`src/rtl/coin_pkg.sv`:
```
// Shared coin codes, FSM state encoding and denomination helpers for the
// arcade coin front end.
package coin_pkg;

  localparam int unsigned CODE_W = 3;
  localparam int unsigned AMT_W  = 16;

  localparam logic [CODE_W-1:0] COIN_NONE = 3'b000;
  localparam logic [CODE_W-1:0] COIN_5C   = 3'b001;
  localparam logic [CODE_W-1:0] COIN_10C  = 3'b010;
  localparam logic [CODE_W-1:0] COIN_25C  = 3'b011;
  localparam logic [CODE_W-1:0] COIN_1D   = 3'b100;
  localparam logic [CODE_W-1:0] COIN_2D   = 3'b101;

  typedef enum logic [2:0] {
    S_IDLE,
    S_CHECK,
    S_VEND,
    S_DISP,
    S_GAME
  } state_t;

  // Value in cents of a coin code; invalid codes are worth nothing.
  function automatic logic [7:0] coin_value(input logic [CODE_W-1:0] code);
    logic [7:0] val;
    case (code)
      COIN_5C:  val = 8'd5;
      COIN_10C: val = 8'd10;
      COIN_25C: val = 8'd25;
      COIN_1D:  val = 8'd100;
      COIN_2D:  val = 8'd200;
      default:  val = 8'd0;
    endcase
    return val;
  endfunction

  // Largest denomination not exceeding the amount still owed.
  function automatic logic [CODE_W-1:0] greedy_coin(input logic [AMT_W-1:0] amount);
    logic [CODE_W-1:0] code;
    if (amount >= 16'd200)      code = COIN_2D;
    else if (amount >= 16'd100) code = COIN_1D;
    else if (amount >= 16'd25)  code = COIN_25C;
    else if (amount >= 16'd10)  code = COIN_10C;
    else if (amount >= 16'd5)   code = COIN_5C;
    else                        code = COIN_NONE;
    return code;
  endfunction

endpackage

```
`src/rtl/coin_timeout_timer.sv`:
```
// Inactivity timer: counts enabled cycles after a clear and raises a
// single-cycle expire flag when the count reaches TIMEOUT_CYC-1.
module coin_timeout_timer #(
  parameter int unsigned TIMEOUT_CYC = 6000
) (
  input  logic clk,
  input  logic rst_n,
  input  logic en,
  input  logic clr,
  output logic expire
);

  localparam int unsigned CNT_W = (TIMEOUT_CYC > 2) ? $clog2(TIMEOUT_CYC) : 1;

  logic [CNT_W-1:0] cnt_q, cnt_d;
  logic             expire_q, expire_d;

  // Count saturates at the terminal value so the flag fires only once.
  always_comb begin
    cnt_d    = cnt_q;
    expire_d = 1'b0;
    if (clr) begin
      cnt_d = '0;
    end else if (en && (cnt_q != CNT_W'(TIMEOUT_CYC - 1))) begin
      cnt_d    = cnt_q + CNT_W'(1);
      expire_d = (cnt_d == CNT_W'(TIMEOUT_CYC - 1));
    end
  end

  always_ff @(posedge clk or negedge rst_n) begin
    if (!rst_n) begin
      cnt_q    <= '0;
      expire_q <= 1'b0;
    end else begin
      cnt_q    <= cnt_d;
      expire_q <= expire_d;
    end
  end

  assign expire = expire_q;

endmodule

```
`src/rtl/coin_credit_ctrl.sv`:
```
// Multi-denomination coin acceptor: accumulates credit, starts the game at
// PRICE, and pays change or refunds one coin at a time to the dispenser.
module coin_credit_ctrl
  import coin_pkg::*;
#(
  parameter int unsigned CREDIT_W    = 10,
  parameter int unsigned PRICE       = 300,
  parameter logic [4:0]  ACCEPT_MASK = 5'b11111,
  parameter int unsigned MAX_COINS   = 8,
  parameter int unsigned TIMEOUT_CYC = 6000,
  localparam int unsigned COUNT_W    = $clog2(MAX_COINS + 1)
) (
  input  logic                clk,
  input  logic                rst_n,
  input  logic                coin_valid,
  input  logic [2:0]          coin_type,
  output logic                coin_ready,
  output logic                coin_accept,
  output logic                coin_reject,
  input  logic                return_req,
  output logic                game_start,
  output logic                in_game,
  input  logic                game_done,
  output logic                disp_valid,
  output logic [2:0]          disp_type,
  input  logic                disp_ready,
  output logic [CREDIT_W-1:0] credit,
  output logic [COUNT_W-1:0]  coin_count,
  output logic                timer_active
);

  // Mask indexed directly by coin code; codes 0, 6 and 7 are never accepted.
  localparam logic [7:0] CODE_MASK = {2'b00, ACCEPT_MASK, 1'b0};

  state_t              state_q, state_d;
  logic [CREDIT_W-1:0] credit_q, credit_d;
  logic [CREDIT_W-1:0] amount_q, amount_d;
  logic [COUNT_W-1:0]  count_q, count_d;
  logic [2:0]          code_q, code_d;
  logic                from_vend_q, from_vend_d;
  logic                exp_pend_q, exp_pend_d;
  logic                coin_ready_q, coin_ready_d;
  logic                coin_accept_q, coin_accept_d;
  logic                coin_reject_q, coin_reject_d;
  logic                game_start_q, game_start_d;
  logic                in_game_q, in_game_d;
  logic                disp_valid_q, disp_valid_d;
  logic [2:0]          disp_type_q, disp_type_d;
  logic                timer_active_q, timer_active_d;
  logic                tmr_clr;
  logic                tmr_expire;
  logic                coin_ok;

  coin_timeout_timer #(
    .TIMEOUT_CYC (TIMEOUT_CYC)
  ) u_timer (
    .clk    (clk),
    .rst_n  (rst_n),
    .en     (timer_active_q),
    .clr    (tmr_clr),
    .expire (tmr_expire)
  );

  assign coin_ok = (coin_value(coin_type) != 8'd0) && CODE_MASK[coin_type]
                   && (count_q != COUNT_W'(MAX_COINS));

  // Next-state and registered-output logic.
  always_comb begin
    state_d       = state_q;
    credit_d      = credit_q;
    amount_d      = amount_q;
    count_d       = count_q;
    code_d        = code_q;
    from_vend_d   = from_vend_q;
    coin_accept_d = 1'b0;
    coin_reject_d = 1'b0;
    tmr_clr       = 1'b0;

    case (state_q)
      S_IDLE: begin
        // An expiry seen while in S_CHECK is remembered and honoured here.
        if ((return_req || tmr_expire || exp_pend_q) && (credit_q != '0)) begin
          amount_d    = credit_q;
          credit_d    = '0;
          from_vend_d = 1'b0;
          tmr_clr     = 1'b1;
          state_d     = S_DISP;
        end else if (coin_valid && coin_ready_q) begin
          code_d        = coin_type;
          coin_accept_d = coin_ok;
          coin_reject_d = !coin_ok;
          state_d       = S_CHECK;
        end
      end
      S_CHECK: begin
        state_d = S_IDLE;
        if (coin_accept_q) begin
          credit_d = credit_q + CREDIT_W'(coin_value(code_q));
          count_d  = count_q + COUNT_W'(1);
          if (count_q == '0) tmr_clr = 1'b1;
          if (credit_d >= CREDIT_W'(PRICE)) state_d = S_VEND;
        end
      end
      S_VEND: begin
        amount_d    = credit_q - CREDIT_W'(PRICE);
        credit_d    = '0;
        count_d     = '0;
        from_vend_d = 1'b1;
        tmr_clr     = 1'b1;
        state_d     = (amount_d != '0) ? S_DISP : S_GAME;
      end
      S_DISP: begin
        if (disp_valid_q && disp_ready) begin
          amount_d = amount_q - CREDIT_W'(coin_value(disp_type_q));
          if (amount_d == '0) begin
            count_d = '0;
            state_d = from_vend_q ? S_GAME : S_IDLE;
          end
        end
      end
      S_GAME: begin
        if (game_done) state_d = S_IDLE;
      end
      default: state_d = S_IDLE;
    endcase

    exp_pend_d     = (exp_pend_q | tmr_expire) & ~tmr_clr;
    coin_ready_d   = (state_d == S_IDLE);
    game_start_d   = (state_d == S_VEND);
    in_game_d      = (state_d == S_GAME);
    disp_valid_d   = (state_d == S_DISP);
    disp_type_d    = disp_valid_d ? greedy_coin(AMT_W'(amount_d)) : COIN_NONE;
    timer_active_d = ((state_d == S_IDLE) || (state_d == S_CHECK)) && (credit_d != '0);
  end

  always_ff @(posedge clk or negedge rst_n) begin
    if (!rst_n) begin
      state_q        <= S_IDLE;
      credit_q       <= '0;
      amount_q       <= '0;
      count_q        <= '0;
      code_q         <= '0;
      from_vend_q    <= 1'b0;
      exp_pend_q     <= 1'b0;
      coin_ready_q   <= 1'b1;
      coin_accept_q  <= 1'b0;
      coin_reject_q  <= 1'b0;
      game_start_q   <= 1'b0;
      in_game_q      <= 1'b0;
      disp_valid_q   <= 1'b0;
      disp_type_q    <= '0;
      timer_active_q <= 1'b0;
    end else begin
      state_q        <= state_d;
      credit_q       <= credit_d;
      amount_q       <= amount_d;
      count_q        <= count_d;
      code_q         <= code_d;
      from_vend_q    <= from_vend_d;
      exp_pend_q     <= exp_pend_d;
      coin_ready_q   <= coin_ready_d;
      coin_accept_q  <= coin_accept_d;
      coin_reject_q  <= coin_reject_d;
      game_start_q   <= game_start_d;
      in_game_q      <= in_game_d;
      disp_valid_q   <= disp_valid_d;
      disp_type_q    <= disp_type_d;
      timer_active_q <= timer_active_d;
    end
  end

  assign coin_ready   = coin_ready_q;
  assign coin_accept  = coin_accept_q;
  assign coin_reject  = coin_reject_q;
  assign game_start   = game_start_q;
  assign in_game      = in_game_q;
  assign disp_valid   = disp_valid_q;
  assign disp_type    = disp_type_q;
  assign credit       = credit_q;
  assign coin_count   = count_q;
  assign timer_active = timer_active_q;

  // Credit and change arithmetic must never wrap.
  logic [CREDIT_W:0] add_wide;
  assign add_wide = {1'b0, credit_q} + (CREDIT_W + 1)'(coin_value(code_q));

  a_add_no_wrap: assert property (@(posedge clk) disable iff (!rst_n)
    (state_q == S_CHECK && coin_accept_q) |-> !add_wide[CREDIT_W]);
  a_vend_no_wrap: assert property (@(posedge clk) disable iff (!rst_n)
    (state_q == S_VEND) |-> (credit_q >= CREDIT_W'(PRICE)));
  a_disp_no_wrap: assert property (@(posedge clk) disable iff (!rst_n)
    (state_q == S_DISP && disp_valid_q && disp_ready)
      |-> (amount_q >= CREDIT_W'(coin_value(disp_type_q))));

endmodule

```
`config.mk`:
```
export PLATFORM = sky130hd
export DESIGN_NAME = coin_credit_ctrl
export DESIGN_NICKNAME = d
export VERILOG_FILES = /design/src/rtl/coin_pkg.sv /design/src/rtl/coin_timeout_timer.sv /design/src/rtl/coin_credit_ctrl.sv
export SDC_FILE = /design/constraint.sdc
export NUM_CORES = 1
export LEC_CHECK = 0
export CAP_MARGIN = 20
export CORE_ASPECT_RATIO = 1.25
export CORE_MARGIN = 2
export CORE_UTILIZATION = 57
export CTS_CLUSTER_SIZE = 8
export DETAILED_ROUTE_END_ITERATION = 6
export PLACE_DENSITY = 0.84
export SETUP_SLACK_MARGIN = 0.5
export SYNTH_ARGS = -nofsm -noshare
export SYNTH_HDL_FRONTEND = slang
export SYNTH_SLANG_ARGS = --single-unit
```
`constraint.sdc`:
```
create_clock -name clk -period 4.65 [get_ports clk]
set_input_delay 0.93 -clock clk [delete_from_list [all_inputs] [get_ports clk]]
set_output_delay 0.93 -clock clk [all_outputs]
set_load 0.005 [all_outputs]
```
# == Word-level counts from Yosys, hierarchy flattened ==
# Memories as Yosys holds them, arrays and structs flattened.
# Cells that the tools add are included.
# totals
input_bits,9
mem_count,1
ff_bits,56
out_inout_bits,24
romBits,8
elab_cells,139
# classes
n_reduce_logical,25
bitwise_logic,4
mux,50
eq_ne,30
order_cmp,7
addsub,5
# mem_list
memory,depth,width,read_ports,rd_ports_with_merged_regs,wr,line,source
(no name shown),8,1,1,0,0,coin_credit_ctrl.sv:64,assign coin_ok = (coin_value(coin_type) != 8'd0) && CODE_MASK[coin_type]
# op_table
op,n
8-bit case mux with 5 select lines,3
10-bit case mux with 3 select lines,2
10-bit two-way mux,4
8-bit two-way mux,4
3-bit by 2-bit equality test with 1-bit output (second input constant),10
3-bit two-way mux,10
10-bit nonzero test,3
13-bit two-way mux,2
3-bit equality test (second input constant),8
3-bit by 1-bit equality test with 1-bit output (second input constant),5
3-bit case mux with 5 select lines,1
1-bit two-way mux,14
13-bit by 1-bit adder with 13-bit output (second input constant),1
13-bit equality test (second input constant),1
13-bit != test (second input constant),1
4-bit two-way mux,3
4-bit case mux with 3 select lines,1
10-bit by 8-bit adder with 10-bit output,1
10-bit by 3-bit greater-or-equal comparator with 1-bit output (second input constant),1
10-bit by 4-bit greater-or-equal comparator with 1-bit output (second input constant),1
10-bit by 5-bit greater-or-equal comparator with 1-bit output (second input constant),1
10-bit by 7-bit greater-or-equal comparator with 1-bit output (second input constant),1
10-bit by 8-bit greater-or-equal comparator with 1-bit output (second input constant),1
10-bit by 9-bit greater-or-equal comparator with 1-bit output (second input constant),1
other kinds (24),41

# == Logic depth before layout (Yosys ltp) ==
# depth
word_depth,14
mapped_depth,15
mapped_depth_nobuf,15

# == By module ==
# A second synthesis with hierarchy kept.
# unflattened
cells_unflattened,494
hier_area_um2,4319.1
# modules_own_cells
mod,seq_area_each_um2,n_inst,area_each_um2,cells_each
coin_credit_ctrl,1052.3,1,3423.3,398
coin_timeout_timer,350.3,1,895.9,96

# == Worst setup path before layout ==
# Ideal clock, no wire load.
# synth_path
path_type,reg-to-reg
startpoint,"register disp_type_q[1], in the netlist disp_type[1]"
endpoint,"register timer_active_q, in the netlist timer_active"
setup_slack_ns,0.808
period_less_slack_ns,3.842
stages_incl_launch_ff,13
required_time_ns,4.551
n_path_buf,0
arrival_ns,3.743
setup_time_ns,0.099
path_cell_list,dfrtp_1 -> inv_1 -> ha_1 -> or4_1 -> fa_1 -> a211oi_1 -> o21a_1 -> o21bai_2 -> xnor2_1 -> or4b_4 -> o41a_1 -> a221o_1 -> a311oi_1
# synth_between
elab_chain_len,12
word_cells_on_any_way,17
cone_classes,add/sub (1); eq/ne (6); mux (6); reduce/logical (4)
# synth_lines
element,line,source
start: declaration,coin_credit_ctrl.sv:48,"logic [2:0] disp_type_q, disp_type_d;"
start signal: assignment,coin_credit_ctrl.sv:167,disp_type_q <= disp_type_d;
"3-bit equality test, or another cell as far along",coin_pkg.sv:26,case (code)
8-bit case mux with 5 select lines (*),coin_pkg.sv:26,
8-bit two-way mux (*),coin_credit_ctrl.sv:113,if (disp_valid_q && disp_ready) begin
8-bit two-way mux (*),coin_credit_ctrl.sv:79,case (state_q)
10-bit by 8-bit subtractor with 10-bit output (*),coin_credit_ctrl.sv:114,amount_d = amount_q - CREDIT_W'(coin_value(disp_type_q));
10-bit zero test (*),coin_credit_ctrl.sv:115,if (amount_d == '0) begin
3-bit two-way mux (*),coin_credit_ctrl.sv:115,
3-bit two-way mux (*),coin_credit_ctrl.sv:113,
3-bit case mux with 5 select lines (*),coin_credit_ctrl.sv:79,
named net state_d[1],coin_credit_ctrl.sv:35,"state_t state_q, state_d;"
3-bit by 1-bit equality test with 1-bit output or 3-bit zero test (tied branches),coin_credit_ctrl.sv:133,timer_active_d = ((state_d == S_IDLE) || (state_d == S_CHECK)) && (credit_d != '0);
1-bit logical OR (*),coin_credit_ctrl.sv:133,
1-bit logical AND (*),coin_credit_ctrl.sv:133,
named net timer_active_d,coin_credit_ctrl.sv:49,"logic timer_active_q, timer_active_d;"
end signal: assignment,coin_credit_ctrl.sv:168,timer_active_q <= timer_active_d;
end: declaration,coin_credit_ctrl.sv:49,
# The timed path passes the listed nets; every way through them passes the cells marked *. The select of a mux whose other input is x is not followed.
# A chain may end at the register's enable or synchronous reset.

# == Worst setup path after layout ==
# layout_path
startpoint,"register disp_type_q[2], in the netlist disp_type[2]"
endpoint,"register timer_active_q, in the netlist timer_active"
# Same word-level chain as after synthesis.

==> results.yml <==
global_routing:
  grt_overflow: 0
  grt_pass1_vias: 3666
  grt.total_usage: 0.266
  grt_start_max_net_pins: 57
  antenna_found_initial: 0
  grt_pass1_wl_um: 16900
drt:
  drc_errors: 0
  wl_um: 10200
  vias: 3780
  first_pass_iters: 7
  vias_per_cell: 6.25
  post_drt_wl_per_cell_um: 16.8
  final_antenna_net_count: 0
  first_iter_violations: 263
synthesis:
  synthArstFlopShare: 1.00
  synth-main-ff-cell: "dfrtp_1"
  syn_avg_cell_area_um2: 8.51
  synth_top_area_cell: "dfrtp_1"
  synth_cells: 481
  synth_area_leaders: "dfrtp_1 (34%), ha_1 (8.2%), nand2_1 (3.9%)"
  yosys_warnings: 0
  ys_seq_area_frac: 0.342
  syn_area_mm2: 0.00410
  synth.top_cell.area_share: 0.336
  syn_nets: 519
  ys_ff_latch: 56
  synth-edff-count: 0
  yosysUniqueCellTypes: 69
critical_path:
  crit_fanout: 8
  arrival_ns: 4.24
  rr_worst_depth: 11
  worstSetupEndpointType: "flip-flop"
  crit_required_ns: 4.87
  timing.rr.start: "disp_type[2]$_DFF_PN0_"
  slowest_delay_ns: 0.54
  path_class: "reg2reg"
  crit_family: "simple AND/OR/NAND/NOR gates"
  rr_endpoint: "timer_active$_DFF_PN0_"
  crit_path_start_kind: "flip-flop"
  rrSetupSlack_ns: 0.63
  path_buf_inv: 0
  crit_chain: "ha_4 -> or4_4 -> ha_1 -> nor2b_4 -> o21ai_2 -> or3b_1 -> a211oi_2 -> or4b_4 -> o41a_1 -> a221o_1 -> a311oi_1"
  crit_slowest_cell: "dfrtp_1"
power:
  power.density_mw_per_mm2: 574
  vdd_drop_max_v: 0.000297
  power.total_mw: 2.67
  power.static_leakage_nw: 2.03
final_layout:
  finalNetCount: 552
  final_layout_size_suffix_gt1_frac: 0.0699
  instances_no_fill: 605
  fillCellCount: 610
  final_area_mm2: 0.00466
  antenna_cells: 0
  area_delta_synth_final_pct: 13.7
clock_network:
  cts-root-buf: "clkbuf_8"
  clockBufferDepth: 2
  cts_tree: "done"
  numCtsBuffers: 5
  htreeDepth: 2
  clock-sinks: 56
  hold_buffers: 0
  clk_pin_slew_ns: 0.10
  clk_latency_ns: 0.31
sta:
  fin_ws_ns: 0.626
  relSlewSlack: 0.477
  fin_crit_ns: 4.02
  period_share: 0.865
  finalSetupViolCount: 0
  rsz0062_at_grt: "no"
  finClkSkew_ns: 0.00508
  max_freq_mhz: 248
  hold_viol: 0
  setup_tns_ns: 0
  tightest_slew_ns: 0.783
  slew_viol_final: 0
min_path:
  holdPathEnd: "from_vend_q$_DFFE_PN0P_"
  min_path_type: "reg2reg"
  hold_start: "from_vend_q$_DFFE_PN0P_"
  worstHoldPathCells: 2
die:
  start_util: 0.587
  std_cell_rows: 34
  fp.dieW_um: 79.8
  die-area_mm2: 0.00788
  core_area_mm2: 0.00698
  io_pins: 33
  die_h_um: 98.8
placement:
  gp_congestion: 0.953
  port_buffers: 32
  dp_slack_ns: 0.434
  hpwl_um: 7630
  place_area_mm2: 0.00449
  place_inst: 593
outcome:
  outcome: "finished, final reports clean"
job:
  maxCapViolations: 0
==> worst reg2reg max path, cell delays in order (launching register included) <==
cell and delay, ns:
dfrtp_1 0.54, ha_4 0.27, or4_4 0.43, ha_1 0.28, nor2b_4 0.14, o21ai_2 0.09
or3b_1 0.39, a211oi_2 0.24, or4b_4 0.50, o41a_1 0.48, a221o_1 0.33, a311oi_1 0.23
==> per-layer routing <==
metal	share of wire	GRT usage	up-vias	routed length, um
met5	0	0	-	0
met4	0.027	0.0978	0	274
met3	0.043	0.0321	25	439
met2	0.51	0.455	127	5150
met1	0.42	0.346	1791	4300
li1	-	-	1837	-
==> cell families (layout without fill, tap and decap cells) <==
| kind of cell | count (synthesis) | in the layout | synth area share |
|---|---|---|---|
| AND/OR/NAND/NOR | 179 | 179 | 0.226 |
| buffers and inverters | 48 | 82 | 0.0449 |
| flip-flops | 56 | 56 | 0.343 |
| XOR/XNOR | 23 | 23 | 0.0492 |
| adder cells (fa/ha/maj) | 29 | 29 | 0.0923 |
| multiplexers | 4 | 4 | 0.0104 |
| AO/OA/AOI/OAI | 142 | 142 | 0.235 |
==> where the power goes <==
group	internal [mW]	switching [mW]	total, mW
clock	0.108	0.161	0.269
combinational	0.705	0.948	1.65
sequential	0.600	0.153	0.752
total	1.41	1.26	2.67
==> worst max-delay path by stage <==
stage | start | end | slack, ns | cells past startpoint
6_report | disp_type[2]$_DFF_PN0_ | timer_active$_DFF_PN0_ | 0.63 | 11
5_1_grt | disp_type[1]$_DFF_PN0_ | timer_active$_DFF_PN0_ | 0.52 | 12
4_1_cts | disp_type[1]$_DFF_PN0_ | timer_active$_DFF_PN0_ | 0.50 | 15
3_5_place_dp | disp_type[1]$_DFF_PN0_ | timer_active$_DFF_PN0_ | 0.43 | 15
3_3_place_gp | disp_type[1]$_DFF_PN0_ | timer_active$_DFF_PN0_ | 0.62 | 12
2_1_floorplan | disp_type[1]$_DFF_PN0_ | timer_active$_DFF_PN0_ | 0.81 | 12
==> cell type report <==
type                            instances  area [um2]  area share
Multi-Input combinational cell        377        2550       0.548
Sequential cell                        56        1400       0.301
Timing Repair Buffer                   39         368      0.0790
Inverter                               35         131      0.0282
Tap cell                               90         113      0.0242
Clock buffer                            6        72.6      0.0156
Clock inverter                          2        16.3     0.00349
==> placed cells by master, fill, tap and decap left out, types with 8 or more instances in the layout <==
cell type | netlist | final
dfrtp_1 | 55 | 55
a21oi_1 | 32 | 32
xor2_1 | 10 | 10
nor3_1 | 16 | 16
a211oi_1 | 12 | 10
or3_1 | 9 | 9
ha_1 | 27 | 26
clkdlybuf4s50_1 | 0 | 31
nand3_1 | 18 | 18
and2_1 | 8 | 8
inv_1 | 35 | 33
xnor2_1 | 13 | 13
nand2_1 | 43 | 43
nor2_1 | 38 | 38
o21ai_0 | 29 | 29
nand4_1 | 8 | 8
==> synthesized netlist by cell type, types with 9 or more instances <==
| cell | count |
|---|---|
| inv_1 | 35 |
| nand2_1 | 43 |
| nor2_1 | 38 |
| a211oi_1 | 12 |
| dfrtp_1 | 55 |
| ha_1 | 27 |
| o21ai_0 | 29 |
| clkbuf_1 | 10 |
| a21oi_1 | 32 |
| nor3_1 | 16 |
| nand3_1 | 18 |
| or3_1 | 9 |
| xnor2_1 | 13 |
| xor2_1 | 10 |
==> state kept, by name, summed over array words and instances (netlist names), 3 cells and up <==
register       cells
amount_q          10
code_q             3
coin_count         4
credit            10
disp_type          3
state_q            3
u_timer.cnt_q     13
==> per-stage QoR <==
step                utilization  hold WS, ns
finish                    0.667        0.506
CTS                       0.657        0.504
global placement          0.644        0.463
detailed placement        0.644        0.464
floorplan                     -        0.447
global route              0.667        0.518
==> what timing repair did <==
| item | in CTS | in global routing |
|---|---|---|
| pin swaps | 1 | 2 |
| setup endpoints to repair | 2 | 2 |
| gates resized for setup | 1 | 9 |
| buffers inserted | 0 | 3 |
(Power assumes the default switching activity.)
